[config.mk]
export PLATFORM = sky130hd
export DESIGN_NAME = mips16_mc_ctrl
export DESIGN_NICKNAME = d
export VERILOG_FILES = /design/src/rtl/mips16_pkg.sv /design/src/rtl/mips16_mem_wait_timer.sv /design/src/rtl/mips16_mc_ctrl.sv
export SDC_FILE = /design/constraint.sdc
export NUM_CORES = 1
export LEC_CHECK = 0
export CAP_MARGIN = 40
export CORE_UTILIZATION = 38
export DETAILED_ROUTE_END_ITERATION = 12
export PLACE_DENSITY_LB_ADDON = 0.05
export SETUP_SLACK_MARGIN = 0.3
export SYNTH_ARGS = -nofsm -noshare
export SYNTH_HDL_FRONTEND = slang
export SYNTH_SLANG_ARGS = --single-unit
[constraint.sdc]
create_clock -name clk -period 1.5 [get_ports clk]
set_clock_uncertainty 0.2 [all_clocks]
set_input_delay 0.3 -clock clk [delete_from_list [all_inputs] [get_ports clk]]
set_output_delay 0.3 -clock clk [all_outputs]
set_load 0.005 [all_outputs]
[src/rtl/mips16_pkg.sv]
// mips16_pkg: shared state, opcode and mux-select encodings for the multi-cycle control FSM
package mips16_pkg;

    typedef enum logic [3:0] {
        S_FETCH  = 4'd0,
        S_DECODE = 4'd1,
        S_EXEC_R = 4'd2,
        S_WB_R   = 4'd3,
        S_EXEC_I = 4'd4,
        S_WB_I   = 4'd5,
        S_MEM_RD = 4'd6,
        S_WB_MEM = 4'd7,
        S_MEM_WR = 4'd8,
        S_BRANCH = 4'd9,
        S_JUMP   = 4'd10,
        S_TRAP   = 4'd11
    } state_t;

    localparam logic [3:0] OP_R    = 4'd0;
    localparam logic [3:0] OP_ADDI = 4'd1;
    localparam logic [3:0] OP_LW   = 4'd2;
    localparam logic [3:0] OP_SW   = 4'd3;
    localparam logic [3:0] OP_BEQ  = 4'd4;
    localparam logic [3:0] OP_J    = 4'd5;

    localparam logic [1:0] ALU_ADD   = 2'd0;
    localparam logic [1:0] ALU_SUB   = 2'd1;
    localparam logic [1:0] ALU_FUNCT = 2'd2;

    localparam logic [1:0] B_REG = 2'd0;
    localparam logic [1:0] B_ONE = 2'd1;
    localparam logic [1:0] B_IMM = 2'd2;

    localparam logic [1:0] PC_ALU    = 2'd0;
    localparam logic [1:0] PC_ALUOUT = 2'd1;
    localparam logic [1:0] PC_JUMP   = 2'd2;

    // States that hold mem_req and wait on mem_ready
    function automatic logic is_mem(input state_t s);
        return s == S_FETCH || s == S_MEM_RD || s == S_MEM_WR;
    endfunction

endpackage

[src/rtl/mips16_mem_wait_timer.sv]
// mips16_mem_wait_timer: counts memory wait cycles and flags the cycle that reaches MEM_TIMEOUT
//  clk, rst     clock, asynchronous active-high reset
//  active       FSM is in a memory-access state
//  mem_ready    memory completes the access this cycle
//  timeout      this is the MEM_TIMEOUT-th consecutive wait cycle (never set if MEM_TIMEOUT == 0)
module mips16_mem_wait_timer #(
    parameter int MEM_TIMEOUT = 16
) (
    input  logic clk,
    input  logic rst,
    input  logic active,
    input  logic mem_ready,
    output logic timeout
);
    localparam int W = MEM_TIMEOUT > 1 ? $clog2(MEM_TIMEOUT) : 1;

    logic [W-1:0] cnt;

    // mem_ready wins over a coincident timeout because a ready cycle is not a wait cycle
    assign timeout = (MEM_TIMEOUT != 0) && active && !mem_ready && cnt == W'(MEM_TIMEOUT - 1);

    // Every memory state is left on mem_ready or timeout, so clearing on those (and outside
    // memory states) guarantees the count starts at zero on each entry, including FETCH->FETCH.
    always_ff @(posedge clk or posedge rst)
        if (rst)
            cnt <= '0;
        else
            cnt <= (active && !mem_ready && !timeout) ? cnt + 1'b1 : '0;

endmodule

[src/rtl/mips16_mc_ctrl.sv]
// mips16_mc_ctrl: multi-cycle control FSM for the 16-bit MIPS datapath
//  Inputs : clk, rst (async, active-high), opcode[3:0] (IR[15:12]), mem_ready, zero (ALU flag)
//  Outputs: mem_req, mem_we, iord, ir_we, pc_we, pc_src[1:0], alu_src_a, alu_src_b[1:0],
//           alu_op[1:0], reg_we, reg_dst, mem_to_reg, mem_err (timeout pulse), state[3:0]
//  MIPS16_TRAP_EN: when defined adds output trap; illegal opcodes lock in TRAP until rst.
//                  When undefined an illegal opcode behaves as a NOP.
module mips16_mc_ctrl
    import mips16_pkg::*;
#(
    parameter int MEM_TIMEOUT = 16
) (
    input  logic       clk,
    input  logic       rst,
    input  logic [3:0] opcode,
    input  logic       mem_ready,
    input  logic       zero,
    output logic       mem_req,
    output logic       mem_we,
    output logic       iord,
    output logic       ir_we,
    output logic       pc_we,
    output logic [1:0] pc_src,
    output logic       alu_src_a,
    output logic [1:0] alu_src_b,
    output logic [1:0] alu_op,
    output logic       reg_we,
    output logic       reg_dst,
    output logic       mem_to_reg,
    output logic       mem_err,
    output logic [3:0] state
`ifdef MIPS16_TRAP_EN
    ,
    output logic       trap
`endif
);

    state_t st;
    logic   timeout;

    mips16_mem_wait_timer #(.MEM_TIMEOUT(MEM_TIMEOUT)) u_timer (
        .clk       (clk),
        .rst       (rst),
        .active    (is_mem(st)),
        .mem_ready (mem_ready),
        .timeout   (timeout)
    );

    always_ff @(posedge clk or posedge rst)
        if (rst)
            st <= S_FETCH;
        else
            case (st)
                S_FETCH:  if (mem_ready) st <= S_DECODE;
                S_DECODE:
                    case (opcode)
                        OP_R:                   st <= S_EXEC_R;
                        OP_ADDI, OP_LW, OP_SW:  st <= S_EXEC_I;
                        OP_BEQ:                 st <= S_BRANCH;
                        OP_J:                   st <= S_JUMP;
`ifdef MIPS16_TRAP_EN
                        default:                st <= S_TRAP;
`else
                        default:                st <= S_FETCH;
`endif
                    endcase
                S_EXEC_R: st <= S_WB_R;
                S_EXEC_I: st <= opcode == OP_ADDI ? S_WB_I : opcode == OP_LW ? S_MEM_RD : S_MEM_WR;
                S_MEM_RD: if (mem_ready) st <= S_WB_MEM; else if (timeout) st <= S_FETCH;
                S_MEM_WR: if (mem_ready || timeout) st <= S_FETCH;
                S_TRAP:   st <= S_TRAP;
                default:  st <= S_FETCH;
            endcase

    always_comb begin
        mem_req    = 1'b0;
        mem_we     = 1'b0;
        iord       = 1'b0;
        ir_we      = 1'b0;
        pc_we      = 1'b0;
        pc_src     = PC_ALU;
        alu_src_a  = 1'b0;
        alu_src_b  = B_REG;
        alu_op     = ALU_ADD;
        reg_we     = 1'b0;
        reg_dst    = 1'b0;
        mem_to_reg = 1'b0;
        case (st)
            S_FETCH: begin
                mem_req   = 1'b1;
                ir_we     = mem_ready;
                pc_we     = mem_ready;
                alu_src_b = B_ONE;
            end
            S_DECODE: alu_src_b = B_IMM;
            S_EXEC_R: begin
                alu_src_a = 1'b1;
                alu_op    = ALU_FUNCT;
            end
            S_WB_R: begin
                reg_we  = 1'b1;
                reg_dst = 1'b1;
            end
            S_EXEC_I: begin
                alu_src_a = 1'b1;
                alu_src_b = B_IMM;
            end
            S_WB_I: reg_we = 1'b1;
            S_MEM_RD: begin
                mem_req = 1'b1;
                iord    = 1'b1;
            end
            S_WB_MEM: begin
                reg_we     = 1'b1;
                mem_to_reg = 1'b1;
            end
            S_MEM_WR: begin
                mem_req = 1'b1;
                mem_we  = 1'b1;
                iord    = 1'b1;
            end
            S_BRANCH: begin
                alu_src_a = 1'b1;
                alu_op    = ALU_SUB;
                pc_src    = PC_ALUOUT;
                pc_we     = zero;
            end
            S_JUMP: begin
                pc_src = PC_JUMP;
                pc_we  = 1'b1;
            end
            default: ;
        endcase
        // Reset must cancel an in-flight access immediately, not at the next clock edge
        if (rst)
            {mem_req, mem_we, ir_we, pc_we, reg_we} = '0;
    end

    assign mem_err = timeout && !rst;
    assign state   = st;

`ifdef MIPS16_TRAP_EN
    assign trap = st == S_TRAP;
`endif

endmodule
==> results of run 1 <==
[cell families after synthesis]
| group | after synthesis |
|---|---|
| simple gates | 51 |
| compound gates | 15 |
| buf+inv | 9 |
| flops | 8 |
| xor+xnor | 4 |
| mux | 1 |
| fa+ha+maj | 1 |
[per-stage QoR]
stage,cell area (µm²),setup TNS [ps]
after detailed placement,1320,-10730
after global placement,1320,-10360
after floorplan,826,-706
[synthesized netlist by cell type, drive strengths merged (2+ instances only)]
master,number
and3,3
xnor2,2
a21o,2
nand3,5
nor2,12
nand3b,2
nor2b,2
o21a,2
nor3,6
inv,4
o21ai,3
nand2b,2
nand2,6
dfrtp,8
or4b,2
nand4,4
xor2,2
clkbuf,4
==> run summary, run 1 <==
Synth Instances: 89
Mapped Area: 689 µm²
Post-DP HPWL: 1.69 mm
Mux contribution to synthesized area: 1.45%
FFs w/ async S/R, synth: 100%
Num ports: 28
Synth Flop Type: dfrtp_1
Largest family of logic cells by synthesized area: simple AND/OR/NAND/NOR gates
Syn Area/Cell: 7.75 µm²
Die W: 44.6 µm
CTS Root Cell: clkbuf_4
Die Span Y: 44.6 µm
Compound-cell area share of the yosys netlist: 15.6%
Post-Syn Nets: 98
H-tree depth: 1
Routability Congestion: 0.837
Outcome: did not finish
Initial Utilization: 40.4%
Stopping stage: clock tree synthesis
Area share of the largest cell type after synthesis: 29.0%
Ys Warns: 0
Flops & latches, synth: 8
Number of synthesized flops with an enable pin: 0
Synth top area cells: dfrtp_1 29%, nor2_1 6.5%, nor3_1 4.4%
Post-Synth Simple-Gate Area: 41.6%
Clock buffer depth: 2
Register area share after synthesis: 29.0%
Hold buffers post-CTS: 0
Synth area leader: dfrtp_1
XOR/XNOR Fraction of Synth Area: 5.08%
Port buffer count: 27
Clk sink count: 8
PostCTS Resize Cnt: 138
Synth Area in Adders: 1.81%
Cells after DPL: 170
Place WS: -656 ps
Post-synthesis cell type count: 37
Err: [ERROR DPL-0038] Utilization greater than 100%, impossible to legalize
Post-CTS Setup Inserts: 32
Cell row count: 15
CTS buffer count: 3
==> inputs of run 2 (changes only) <==
- CORE_AREA: unset -> 2 2 63 65
- CORE_UTILIZATION: 38 -> unset
- DIE_AREA: unset -> 0 0 65 67
- PLACE_DENSITY_LB_ADDON: 0.05 -> 0.15
- SETUP_SLACK_MARGIN: 0.3 -> unset
- clock period: 1.5 -> 1.95 ns (I/O delays scaled with it)
==> run 2 against run 1 <==
Against the previous run: the flow now finishes, with violations (negative setup slack); synthesized cell count unchanged; synthesized area unchanged.
==> run summary, run 2 <==
Outcome: finished, violations left (was did not finish)
Failing checks: negative setup slack
Post-Syn Nets: 98 (unchanged)
Least-Margin Pin Slew: 363 ps
R2r setup slk: 90 ps
Nets: 183
Mapped Area: 689 µm² (unchanged)
Most frequent CP cell: buf_6
Largest family of logic cells by synthesized area: simple AND/OR/NAND/NOR gates (unchanged)
Max Freq: 495 MHz
Clk sink count: 8 (unchanged)
Critical-path cell list: buf_6, nor2b_4, buf_6, and3_4, a21o_1, buf_2
Final-report hold violation count: 0
Synth cell count leaders: 12 x nor2_1, 8 x dfrtp_1, 6 x nand2_1, 6 x nor3_1, 5 x nand3_1 (unchanged)
H-tree depth: 1 (unchanged)
Hold Crit Class: in -> async
Ys Warns: 0 (unchanged)
Worst Slack Setup Final: -72.1 ps
VDD IR max: 272 µV
Drt pass-1 iters: 4
CTS tree: done
Initial antenna violation count: 0
Commonest non-fill, non-tap cells in the layout: 44 x buf_4, 13 x buf_2, 13 x buf_6
1st-iter DRT viols: 24
Max cap viols: 0
Filler cell count in the final layout: 367
Routed WL per cell: 12.2 µm
Drt drc: 0
First-pass GRT wire length: 4.31 mm
Commonest non-fill, non-tap cell in the layout: buf_4
Port buffer count: 27 (unchanged)
Crit-path slowest cell: dfrtp_1
Worst-path maximum fanout: 3
Synth Flop Type: dfrtp_1 (unchanged)
Critical Path RT: 1360 ps
Place WS: -404 ps (was -656 ps)
Hold buffers post-CTS: 0 (unchanged)
Compound-cell area share of the yosys netlist: 15.6% (unchanged)
Die Span Y: 67 µm (was 44.6 µm)
Largest net degree at the start of global routing: 12
Count leader, synth: nor2_1 (unchanged)
CTS buffer count: 3 (unchanged)
Synth Instances: 89 (unchanged)
Leakage: 0.000821 µW
Hold WS: 191 ps
ANT cells: 0
Cell row count: 22 (was 15)
Synth top area cells: dfrtp_1 29%, nor2_1 6.5%, nor3_1 4.4% (unchanged)
Register area: 203 µm²
Area growth from synthesis to layout: 133%
Synth Area in Adders: 1.81% (unchanged)
DR vias/cell: 4.51
Tot GR Track Use: 12.5%
Crit path kind: reg -> out
Die Area: 4360 µm²
Post-DP HPWL: 1.86 mm (was 1.69 mm)
Fin. max-slew vios: 0
Layout cells sized above 1: 61.0%
Synth area leader: dfrtp_1 (unchanged)
Flops & latches, synth: 8 (unchanged)
Worst skew pair latency: 220 ps
Post-synthesis cell type count: 37 (unchanged)
Critical Path AT: 1430 ps
Setup violators final: 6
FFs w/ async S/R, synth: 100% (unchanged)
Routability Congestion: 0.834 (was 0.837)
Worst setup SP type: register
Multi-input logic area: 594 µm²
Area share of the largest cell type after synthesis: 29.0% (unchanged)
XOR/XNOR Fraction of Synth Area: 5.08% (unchanged)
Vias: 993
Delay-heaviest family, CP: flip-flops
Syn Area/Cell: 7.75 µm² (unchanged)
Pwr/cell area: 1180 nW/µm²
CP endpoint kind: output pin
Initial Utilization: 19.1% (was 40.4%)
DRT antenna net count: 0
Register area share after synthesis: 29.0% (unchanged)
Period minus WS final: 2020 ps
CTS Root Cell: clkbuf_8 (was clkbuf_4)
Worst slew margin: 75.5%
Number of synthesized flops with an enable pin: 0 (unchanged)
Number of global-route vias before repair: 983
Clock buffer depth: 2 (unchanged)
Die W: 65 µm (was 44.6 µm)
Mux contribution to synthesized area: 1.45% (unchanged)
Clock transition at path regs: 40 ps
Tcrit/Tclk final: 104%
Utilization after layout: 44.6%
Num ports: 28 (unchanged)
RSZ-0062 raised after global routing: true
CORE AREA: 3610 µm²
Final WL: 2.69 mm
Grt ovf: 0
CP Buf/Inv Count: 3
Post-Synth Simple-Gate Area: 41.6% (unchanged)
Worst path max stage delay: 400 ps
-- run 2: cell counts after synthesis --
No cell type changed its count.
-- run 2: per-layer routing --
layer  global-route usage (%)  up-vias  wire, µm
li1                         -      495         -
met3                     1.52        3       125
met5                        0        -         0
met4                     3.19        0        20
met1                     14.5      466      1150
met2                     24.0       29      1390
-- run 2: stage by stage --
step / cell area [µm²] / total power (µW) / instances / TNS [ps]
floorplan: 694 / 670 / 89 / 0
global placement: 1290 / 1320 / 198 / -4170
global route: 1610 / 2030 / 220 / -652
finish: 1610 / 1890 / 220 / -261
detailed placement: 1290 / 1320 / 198 / -4310
CTS: 1520 / 1780 / 218 / -483
-- run 2: final cells by class --
cell class | instances | area share, %
multi-input cells | 72 | 37.0
well taps | 48 | 3.74
clock buffers | 3 | 2.57
repair buffers | 85 | 43.0
inverters | 4 | 1.09
flip-flops and latches | 8 | 12.6
-- run 2: worst min-delay path, cell delays in order --
cell and delay, ps:
dlygate4sd2_1 280, inv_1 100, buf_4 180
-- run 2: report_power, final --
part	internal (µW)	switching (µW)	total (µW)
Clock	133	60.0	193
Combinational	846	597	1440
Sequential	211	44.6	256
Total	1190	702	1890
-- run 2: path summary, 6_finish.rpt --
kind	from	to	cells after the start
worst max-delay path	state[0]	alu_src_a	6
worst min-delay path	rst	state[3]	3
worst max register to register	state[0]	state[0]	8
worst min register to register	u_timer.cnt[0]	u_timer.cnt[0]	2
max in group asynchronous	rst	state[1]	3
min in group clk	u_timer.cnt[0]	u_timer.cnt[0]	2
-- run 2: what timing repair did --
action / in CTS / in global routing
setup buffers: 17 / 4
gates resized for setup: 93 / 24
endpoints found under the setup margin: 20 / 17
pin swaps: 11 / 10
-- run 2: logic make-up after synthesis --
kind of cell	Yosys count
xor+xnor	4
compound gates	15
flops	8
buf+inv	9
fa+ha+maj	1
mux	1
simple gates	51
(Power assumes the default switching activity.)
==> inputs of run 3 (changes only) <==
- RECOVER_POWER: unset -> 50
- TNS_END_PERCENT: unset -> 10
==> run 3 against run 2 <==
Against the previous run: the run still ends with negative setup slack left; wire length is 9.8% lower; clock power hardly changed; highest routed layer unchanged; design area down 8.9%; utilization shrank 4.0 points.
==> run summary, run 3 (same netlist as run 2, synthesis figures left out) <==
Outcome: finished, violations left (unchanged)
Failing checks: negative setup slack (unchanged)
Period minus WS final: 2010 ps (was 2020 ps)
Cell row count: 22 (unchanged)
DRT antenna net count: 0 (unchanged)
Num ports: 28 (unchanged)
Initial Utilization: 19.1% (unchanged)
Tcrit/Tclk final: 103% (was 104%)
Drt drc: 0 (unchanged)
RSZ-0062 raised after global routing: true (unchanged)
Place WS: -404 ps (unchanged)
Worst setup SP type: register (unchanged)
Max cap viols: 0 (unchanged)
Crit path kind: reg -> out (unchanged)
Hold Crit Class: in -> async (unchanged)
Routability Congestion: 0.834 (unchanged)
Die Span Y: 67 µm (unchanged)
Crit-path slowest cell: dfrtp_2 (was dfrtp_1)
CTS buffer count: 3 (unchanged)
Worst Slack Setup Final: -55.2 ps (was -72.1 ps)
Initial antenna violation count: 0 (unchanged)
CP endpoint kind: output pin (unchanged)
CORE AREA: 3610 µm² (unchanged)
Vias: 929 (was 993)
Grt ovf: 0 (unchanged)
Critical Path AT: 1420 ps (was 1430 ps)
Met3 WL: 108 µm (was 125 µm)
Die Area: 4360 µm² (unchanged)
Met2 WL post-DR: 1.21 mm (was 1.39 mm)
Final WL: 2.43 mm (was 2.69 mm)
Clock buffer depth: 2 (unchanged)
Setup violators final: 6 (unchanged)
VDD IR max: 243 µV (was 272 µV)
DR vias/cell: 4.44 (was 4.51)
Fin. max-slew vios: 0 (unchanged)
Least-Margin Pin Slew: 447 ps (was 363 ps)
CP Buf/Inv Count: 4 (was 3)
Commonest non-fill, non-tap cells in the layout: 39 x buf_4, 10 x nor2_1 (was 44 x buf_4, 13 x buf_2, 13 x buf_6)
Leakage: 0.000719 µW (was 0.000821 µW)
Worst slew margin: 70.2% (was 75.5%)
Routed WL per cell: 11.6 µm (was 12.2 µm)
Highest Signal Layer: met4 (unchanged)
Post-route non-filler standard cell count: 209 (was 220)
Die W: 65 µm (unchanged)
Worst skew pair latency: 220 ps (about the same)
Critical-path cell list: buf_4, nor2b_4, buf_4, o21ai_4, inv_1, clkdlybuf4s15_1 (was buf_6, nor2b_4, buf_6, and3_4, a21o_1, buf_2)
Worst path max stage delay: 460 ps (was 400 ps)
Cells after DPL: 198 (unchanged)
Number of global-route vias before repair: 930 (was 983)
First-pass GRT wire length: 4.09 mm (was 4.31 mm)
Hold WS: 284 ps (was 191 ps)
Layout cells sized above 1: 50.9% (was 61.0%)
Nets: 172 (was 183)
Worst-path maximum fanout: 6 (was 3)
Most frequent CP cell: buf_4 (was buf_6)
Hold buffers post-CTS: 0 (unchanged)
Critical Path RT: 1360 ps (about the same)
Metal-1 WL: 1.08 mm (was 1.15 mm)
Drt pass-1 iters: 4 (unchanged)
CTS tree: done (unchanged)
Final-report hold violation count: 0 (unchanged)
Port buffer count: 27 (unchanged)
ANT cells: 0 (unchanged)
Pwr/cell area: 1150 nW/µm² (was 1180 nW/µm²)
Area growth from synthesis to layout: 112% (was 133%)
Total power: 1690 µW (was 1890 µW)
Post-route setup TNS: -212 ps (was -261 ps)
H-tree depth: 1 (unchanged)
Clock transition at path regs: 40 ps (about the same)
Post-DP HPWL: 1.86 mm (unchanged)
Commonest non-fill, non-tap cell in the layout: buf_4 (unchanged)
1st-iter DRT viols: 33 (was 24)
Max Freq: 499 MHz (was 495 MHz)
Largest net degree at the start of global routing: 12 (unchanged)
Tot GR Track Use: 11.9% (was 12.5%)
CTS Root Cell: clkbuf_8 (unchanged)
Delay-heaviest family, CP: buffers and inverters (was flip-flops)
Clk sink count: 8 (unchanged)
==> run 3: cell types whose count changed in the layout (fill, tap and decap cells not counted), moves of 2 or more <==
cell / delta
nand2b_1: +2
buf_6: -8
buf_2: -7
nor3_1: +2
clkbuf_2: +3
clkdlybuf4s50_1: +4
buf_4: -5
nand2b_4: -2
dlymetal6s2s_1: -2
clkdlybuf4s15_1: +2
nor3_2: -2
==> run 3: area by class of cell <==
cell class	instances	area, µm²
clock buffers	3	41.3
fillers	387	2140
inverters	4	17.5
multi-input cells	72	551
flip-flops and latches	8	203
well taps	48	60.1
repair buffers	74	592
==> run 3: worst paths after layout <==
kind	from	cells past startpoint	end	slack [ps]
min	rst	3	state[3]	280
max	state[2]	6	alu_src_b[1]	-60
max reg2reg	state[2]	7	state[0]	140
min in group clk	u_timer.cnt[0]	2	u_timer.cnt[0]	330
max in group asynchronous	rst	3	state[1]	930
min reg2reg	u_timer.cnt[0]	2	u_timer.cnt[0]	330
==> run 3: per-layer routing <==
layer  track usage [%]  up-vias
met3              1.18        5
li1                  -      478
met5                 0        -
met2              22.4       26
met1              14.2      420
met4              3.19        0
==> run 3: through the flow <==
| stage | util (%) | area, µm² |
|---|---|---|
| 3_5_place_dp | 35.9 | 1290 |
| 3_3_place_gp | 35.9 | 1290 |
| 6_report | 40.6 | 1460 |
| 5_1_grt | 40.6 | 1460 |
| 2_1_floorplan | - | 694 |
| 4_1_cts | 39.9 | 1440 |
==> run 3: report_power, final <==
part / internal, µW / switching [µW]
sequential: 211 / 41.3
combinational: 712 / 529
clock: 133 / 59.9
total: 1060 / 630
==> run 3: tightest hold or removal path: cells and delay by family <==
kind,cells,cell delay [ps]
buffers and inverters,3,750
==> run 3: repair_timing <==
action,4_1_cts,5_1_grt
setup buffers,7,2
endpoints found under the setup margin,20,18
gates resized for setup,68,19
pin swaps,7,7
hold endpoints to repair,0,0
